## src/rtl/mining_pkg.sv

```systemverilog
// Shared mining datapath definitions: digest geometry, checker state codes
// and the byte-order helper used by the checker and by preprocessing.
package mining_pkg;

  localparam int HASH_W    = 256;
  localparam int NONCE_W   = 32;
  localparam int WORD_W    = 32;
  localparam int NUM_WORDS = HASH_W / WORD_W;
  localparam int IDX_W     = $clog2(NUM_WORDS);

  typedef enum logic [2:0] {
    ST_IDLE_DISARMED = 3'd0,
    ST_ARMED         = 3'd1,
    ST_COMPARE       = 3'd2,
    ST_RESULT        = 3'd3,
    ST_FOUND         = 3'd4,
    ST_EXHAUSTED     = 3'd5
  } state_t;

  // Reverses byte order so a little-endian digest compares as a big number.
  function automatic logic [HASH_W-1:0] byte_reverse(input logic [HASH_W-1:0] d);
    logic [HASH_W-1:0] r;
    r = '0;
    for (int i = 0; i < HASH_W / 8; i++) begin
      r[i*8 +: 8] = d[HASH_W-8-i*8 +: 8];
    end
    return r;
  endfunction

endpackage

```

## src/rtl/word_cmp32.sv

```systemverilog
// Sticky word-serial magnitude comparator: the first unequal word pair
// decides the outcome, later words are ignored until clear.
module word_cmp32
  import mining_pkg::*;
(
  input  logic              clock,
  input  logic              reset,
  input  logic              clear,
  input  logic              en,
  input  logic [WORD_W-1:0] a,
  input  logic [WORD_W-1:0] b,
  output logic              lt,
  output logic              gt,
  output logic              eq_sofar
);

  logic lt_reg;
  logic gt_reg;

  always_ff @(posedge clock) begin
    if (reset || clear) begin
      lt_reg <= 1'b0;
      gt_reg <= 1'b0;
    end else if (en && !(lt_reg || gt_reg)) begin
      lt_reg <= (a < b);
      gt_reg <= (a > b);
    end
  end

  assign lt       = lt_reg;
  assign gt       = gt_reg;
  assign eq_sofar = ~(lt_reg | gt_reg);

endmodule

```

## config.mk

```make
export PLATFORM = sky130hd
export DESIGN_NAME = word_cmp32
export DESIGN_NICKNAME = d
export VERILOG_FILES = /design/src/rtl/mining_pkg.sv /design/src/rtl/word_cmp32.sv
export SDC_FILE = /design/constraint.sdc
export NUM_CORES = 1
export LEC_CHECK = 0
export ABC_AREA = 1
export BUFFER_PORTS_ARGS = -buffer_cell sky130_fd_sc_hd__buf_2
export CAP_MARGIN = 20
export CORE_MARGIN = 2
export CORE_UTILIZATION = 44
export CTS_CLUSTER_DIAMETER = 80
export DETAILED_ROUTE_END_ITERATION = 12
export GPL_TIMING_DRIVEN = 0
export PLACE_DENSITY = 0.87
export SYNTH_ARGS = -nofsm -noshare
export SYNTH_HDL_FRONTEND = slang
export SYNTH_SLANG_ARGS = --single-unit
```

## constraint.sdc

```tcl
create_clock -name clock -period 1.59 [get_ports clock]
set_input_delay 0.0795 -clock clock [delete_from_list [all_inputs] [get_ports clock]]
set_output_delay 0.0795 -clock clock [all_outputs]
set_load 0.05 [all_outputs]
```

==> results of run 1 <==
[placed cells by master (no fill, tap or decap)]
| cell | n |
|---|---|
| o21a_1 | 1 |
| ha_1 | 32 |
| dfxtp_1 | 2 |
| nand3_1 | 2 |
| nand4_1 | 2 |
| a21o_1 | 1 |
| clkbuf_4 | 3 |
| inv_1 | 42 |
| o21ai_0 | 2 |
| a21oi_1 | 14 |
| nor2_1 | 8 |
| buf_2 | 70 |
| nand2_1 | 39 |
| or2_2 | 1 |
| nand3b_1 | 1 |
| a21oi_2 | 2 |
| nor2_2 | 5 |
[layer usage]
layer / vias to the layer above / GRT usage (%)
li1: 627 / -
met1: 446 / 18.4
met2: 37 / 30.7
met3: 0 / 2.68
met4: 0 / 4.05
met5: - / 0
[through the flow]
| step | hold WS (ps) | std cells | utilization [%] | power [µW] | setup slack, ps |
|---|---|---|---|---|---|
| finish | 121 | 254 | 68.0 | 465 | 543 |
| global route | 117 | 254 | 68.0 | 528 | 370 |
| CTS | 123 | 254 | 68.0 | 471 | 536 |
| detailed placement | 352 | 251 | 66.9 | 353 | 317 |
| global placement | 351 | 251 | 66.9 | 345 | 326 |
| floorplan | 254 | 154 | - | 238 | 111 |
[power breakdown]
part	leakage, µW	switching (µW)	internal (µW)	total, µW
clock	0.0000138	30.5	83.4	114
sequential	0.0000163	2.01	53.1	55.1
combinational	0.000900	148	147	296
[cells by family (layout without fill, tap and decap cells)]
group,count (synthesis),count (layout),synth area share [%]
buf+inv,42,115,16.6
simple gates,58,58,25.4
fa+ha+maj,32,32,42.0
flops,2,2,4.21
compound gates,20,20,11.8
[how the worst max path moves through the flow]
stage,cells after the start,end
detailed placement,13,gt
CTS,13,gt
finish,13,gt
global placement,12,gt
global route,10,gt
floorplan,5,gt
[final cells by class]
| cell class | instances | area [µm²] | area share (%) |
|---|---|---|---|
| multi-input combinational | 110 | 757 | 55.6 |
| clock buffer | 3 | 22.5 | 1.65 |
| inverter | 42 | 158 | 11.6 |
| timing repair buffer | 70 | 350 | 25.7 |
| tap | 27 | 33.8 | 2.48 |
| sequential | 2 | 40.0 | 2.94 |
[critical path, stage by stage]
cell and delay, ps:
buf_2 80, inv_1 40, ha_1 280, nand2_1 70, nand2_1 40, nand2_1 50
nand2_1 50, nand2_1 60, nand3_1 100, a21oi_2 150, nand2_1 60, nand2_1 70
a21oi_2 50
==> results.toml, run 1 <==
[status]
run_status = "complete, no violations"

[final_layout]
finalInstanceArea_mm2 = 0.00136
antenna_cells = 0
drive_gt1_share_pct = 35.7
fill_cells = 199
finalNetCount = 329
area_growth_pct = 43.0

[global_routing]
first_global_vias = 934
grt_usage_pct = 16.1
grt_start_max_net_pins = 4
grt_pass1_wl_um = 3270
antenna_found_initial = 0
grt_remaining_overflow = 0

[min_path]
min_from = "reset"
hold_depth = 3
hold_end = "gt"
hp-class = "in -> reg"

[floorplan]
die-area_mm2 = 0.00255
io_pins = 71
fp-row-count = 16
die-width_um = 50.5
core_area_mm2 = 0.00200
initial_core_util_pct = 47.6
dieHeight_um = 50.5

[logic_synthesis]
syn_avg_cell_area_um2 = 6.18
ys_types = 15
synthTopCellsByCount = "42 x inv_1, 39 x nand2_1, 32 x ha_1"
synth_top_area_share_pct = 42.0
ys_ff_latch = 2
netlist_area_um2 = 952
yosysMostFrequentCell = "inv_1"
synth_top_area_cell = "ha_1"
syn_nets = 254
synth_cells = 154
ys_top_cells_by_area = "ha_1 42%, inv_1 17%, nand2_1 15%, a21oi_1 7.4%, dfxtp_1 4.2%"
ys_warn_count = 0
async_flop_share_pct = 0
ys.flop_type = "dfxtp_1"
synth-edff-count = 0
synth_seq_area_share_pct = 4.20

[timing]
fin_crit_ps = 1050
finalClockSkew_ps = 3.63
finalSetupTns_ps = 0
min_period_over_period_pct = 65.8
maxSlewViolCount = 0
rsz0062_at_grt = "false"
slew_headroom_pct = 83.6
hold_viol_final = 0
finalSetupViolCount = 0
fmax_ghz = 0.955
worst_pin_slew_ps = 248

[power_and_ir_drop]
ir_drop_mv = 0.252
cellPowerDensity_mw_per_mm2 = 341
p_leak_uw = 0.000930

[detailed_routing]
routed_wl_um = 2020
ant_nets = 0
wl_met1_um = 865
detail_route.iter0.violations = 6
wl_met2_um = 1010
routedWlPerCell_um = 7.95
drcViolationCount = 0
drtPass1Iterations = 4
route.met3.wl_um = 142
routed.top_layer = "met3"
routed-via-count = 1110
routed_via_density = 4.37

[flow_run]
maxCapViolations = 0

[setup_path]
crit_required_ps = 1710
cp-startpoint = "b[17]"
r2r_end = "gt"
arrival_ps = 1170
r2r_cells = 5
startpoint_type = "input port"
r2r_setup_slack_ps = 700
path_max_fanout = 2
cp-end-kind = "register"
crit_type = "in -> reg"
r2r-start = "gt"

[clocking]
clk_latency_ps = 230
cts_tree = "yes"
root_buffer = "clkbuf_4"
cts_inserted_buffers = 3
clock_path_buffers = 2
cts_resized = 0
post_cts_buffers = 0
ctsHoldBuffers = 0
clkTransAtPathRegs_ps = 30
clock_sinks = 2
htreeDepth = 1

[placed_design]
gp_congestion = 0.772
hpwl_um = 1890
portBuffers = 70
place_area_mm2 = 0.00134
Note: power is estimated with default switching activity, not from simulation.
==> run 2, diff against run 1 <==
- CORE_UTILIZATION: 44 -> 37
- PLACE_DENSITY: 0.87 -> 0.78
- clock period: 1.59 -> 0.85 ns (I/O delays scaled with it)
==> results.toml, run 2 (synthesis results as in run 1) <==
[status]
run_status = "complete, but fails checks"
violations = "negative setup slack"

[clocking]
htreeDepth = 1
clkTransAtPathRegs_ps = 30
cts_inserted_buffers = 3
clock_sinks = 2
clk_latency_ps = 220
root_buffer = "clkbuf_4"
cts_tree = "yes"
clock_path_buffers = 2

[setup_path]
crit_type = "in -> reg"
r2r_end = "gt"
crit_required_ps = 960
path_max_fanout = 2
startpoint_type = "input port"
r2r_cells = 5
cp-startpoint = "b[28]"
r2r_setup_slack_ps = -100
r2r-start = "gt"
arrival_ps = 1130
crit_path_end = "gt"
cp-end-kind = "register"

[detailed_routing]
detail_route.iter0.violations = 5
ant_nets = 0
drtPass1Iterations = 4
routed_wl_um = 2940
routed_via_density = 4.75
drcViolationCount = 0
routed-via-count = 1230
routedWlPerCell_um = 11.4

[timing]
slew_headroom_pct = 87.5
finalClockSkew_ps = 3.73
fmax_ghz = 0.976
layout_setup_ws_ps = -174
rsz0062_at_grt = "true"
finalSetupTns_ps = -378
hold_viol_final = 0
maxSlewViolCount = 0
min_period_over_period_pct = 120
finalSetupViolCount = 3
fin_crit_ps = 1020
worst_pin_slew_ps = 187

[final_layout]
multi_input_area_mm2 = 0.00112
mostFrequentLayoutCell = "buf_2"
area_growth_pct = 92.9
mostFrequentLayoutCells = "57 x buf_2, 26 x inv_1, 22 x nand2_1, 21 x ha_4, 15 x nand2_2"
finalInstanceArea_mm2 = 0.00184
finalNetCount = 331
antenna_cells = 0
drive_gt1_share_pct = 64.2
fill_cells = 184
layout.area.seq_um2 = 47.5

[floorplan]
core_area_mm2 = 0.00245
fp-row-count = 18
die-area_mm2 = 0.00300
initial_core_util_pct = 38.8
io_pins = 71
dieHeight_um = 54.7
die-width_um = 54.7

[global_routing]
first_global_vias = 1013
grt_start_max_net_pins = 4
grt_usage_pct = 15.1
grt_pass1_wl_um = 3460
grt_remaining_overflow = 0
antenna_found_initial = 0

[min_path]
hp-class = "in -> reg"

[power_and_ir_drop]
power.total_uw = 1210
p_leak_uw = 0.000975
ir_drop_mv = 0.412
cellPowerDensity_mw_per_mm2 = 659

[placed_design]
hpwl_um = 1820
gp_congestion = 0.661
place_area_mm2 = 0.00136
portBuffers = 70

[flow_run]
maxCapViolations = 0
run 2: routing by layer:
metal  GRT usage, %  up-vias  wire [µm]
li1               -      632          -
met1           16.6      552       1010
met2           29.8       40       1720
met3           1.64        6        146
met4           4.17        0         67
met5              0        -          0
run 2: worst min-delay path by stage:
| stage | from | end | slack, ps | cells past startpoint |
|---|---|---|---|---|
| after global routing | reset | gt | 80 | 3 |
| after detailed placement | reset | gt | 310 | 3 |
| after CTS | reset | gt | 80 | 3 |
| after global placement | reset | gt | 300 | 3 |
| after floorplan | reset | gt | 210 | 2 |
| final | reset | gt | 80 | 3 |
run 2: repair_timing:
| item | in CTS | in global routing |
|---|---|---|
| pin swaps | 10 | 38 |
| buffers inserted | 0 | 2 |
| hold buffers | 0 | 0 |
| cloned | 0 | 0 |
| setup endpoints to repair | 5 | 3 |
| gates resized for setup | 23 | 64 |
run 2: metrics by stage:
stage	hold slack, ps	instances	setup slack (ps)	util (%)
after global placement	304	254	-411	55.2
after CTS	80.2	257	-154	61.9
final	79.7	259	-174	74.8
after global routing	84.5	259	-240	74.8
after floorplan	207	154	-304	-
after detailed placement	309	254	-415	55.2
run 2: final cells by class:
class / count / share of cell area, %
multi-input cells: 110 / 61.0
inverters: 42 / 8.99
flip-flops and latches: 2 / 2.59
well taps: 30 / 2.04
clock buffers: 3 / 1.23
repair buffers: 72 / 24.1
run 2: worst max-delay path, cell delays in order:
cell and delay [ps]:
buf_2 80, inv_1 40, ha_1 290, nand2_2 100, nor2_4 40, buf_4 120
nand2_1 50, nand2_1 60, a21oi_2 120, nand2_1 70, nand2_1 70, a21oi_2 50
run 2: power breakdown:
group | switching, µW | internal [µW]
Clock | 51.2 | 155
Combinational | 434 | 467
Sequential | 6.48 | 96.4
Total | 492 | 719
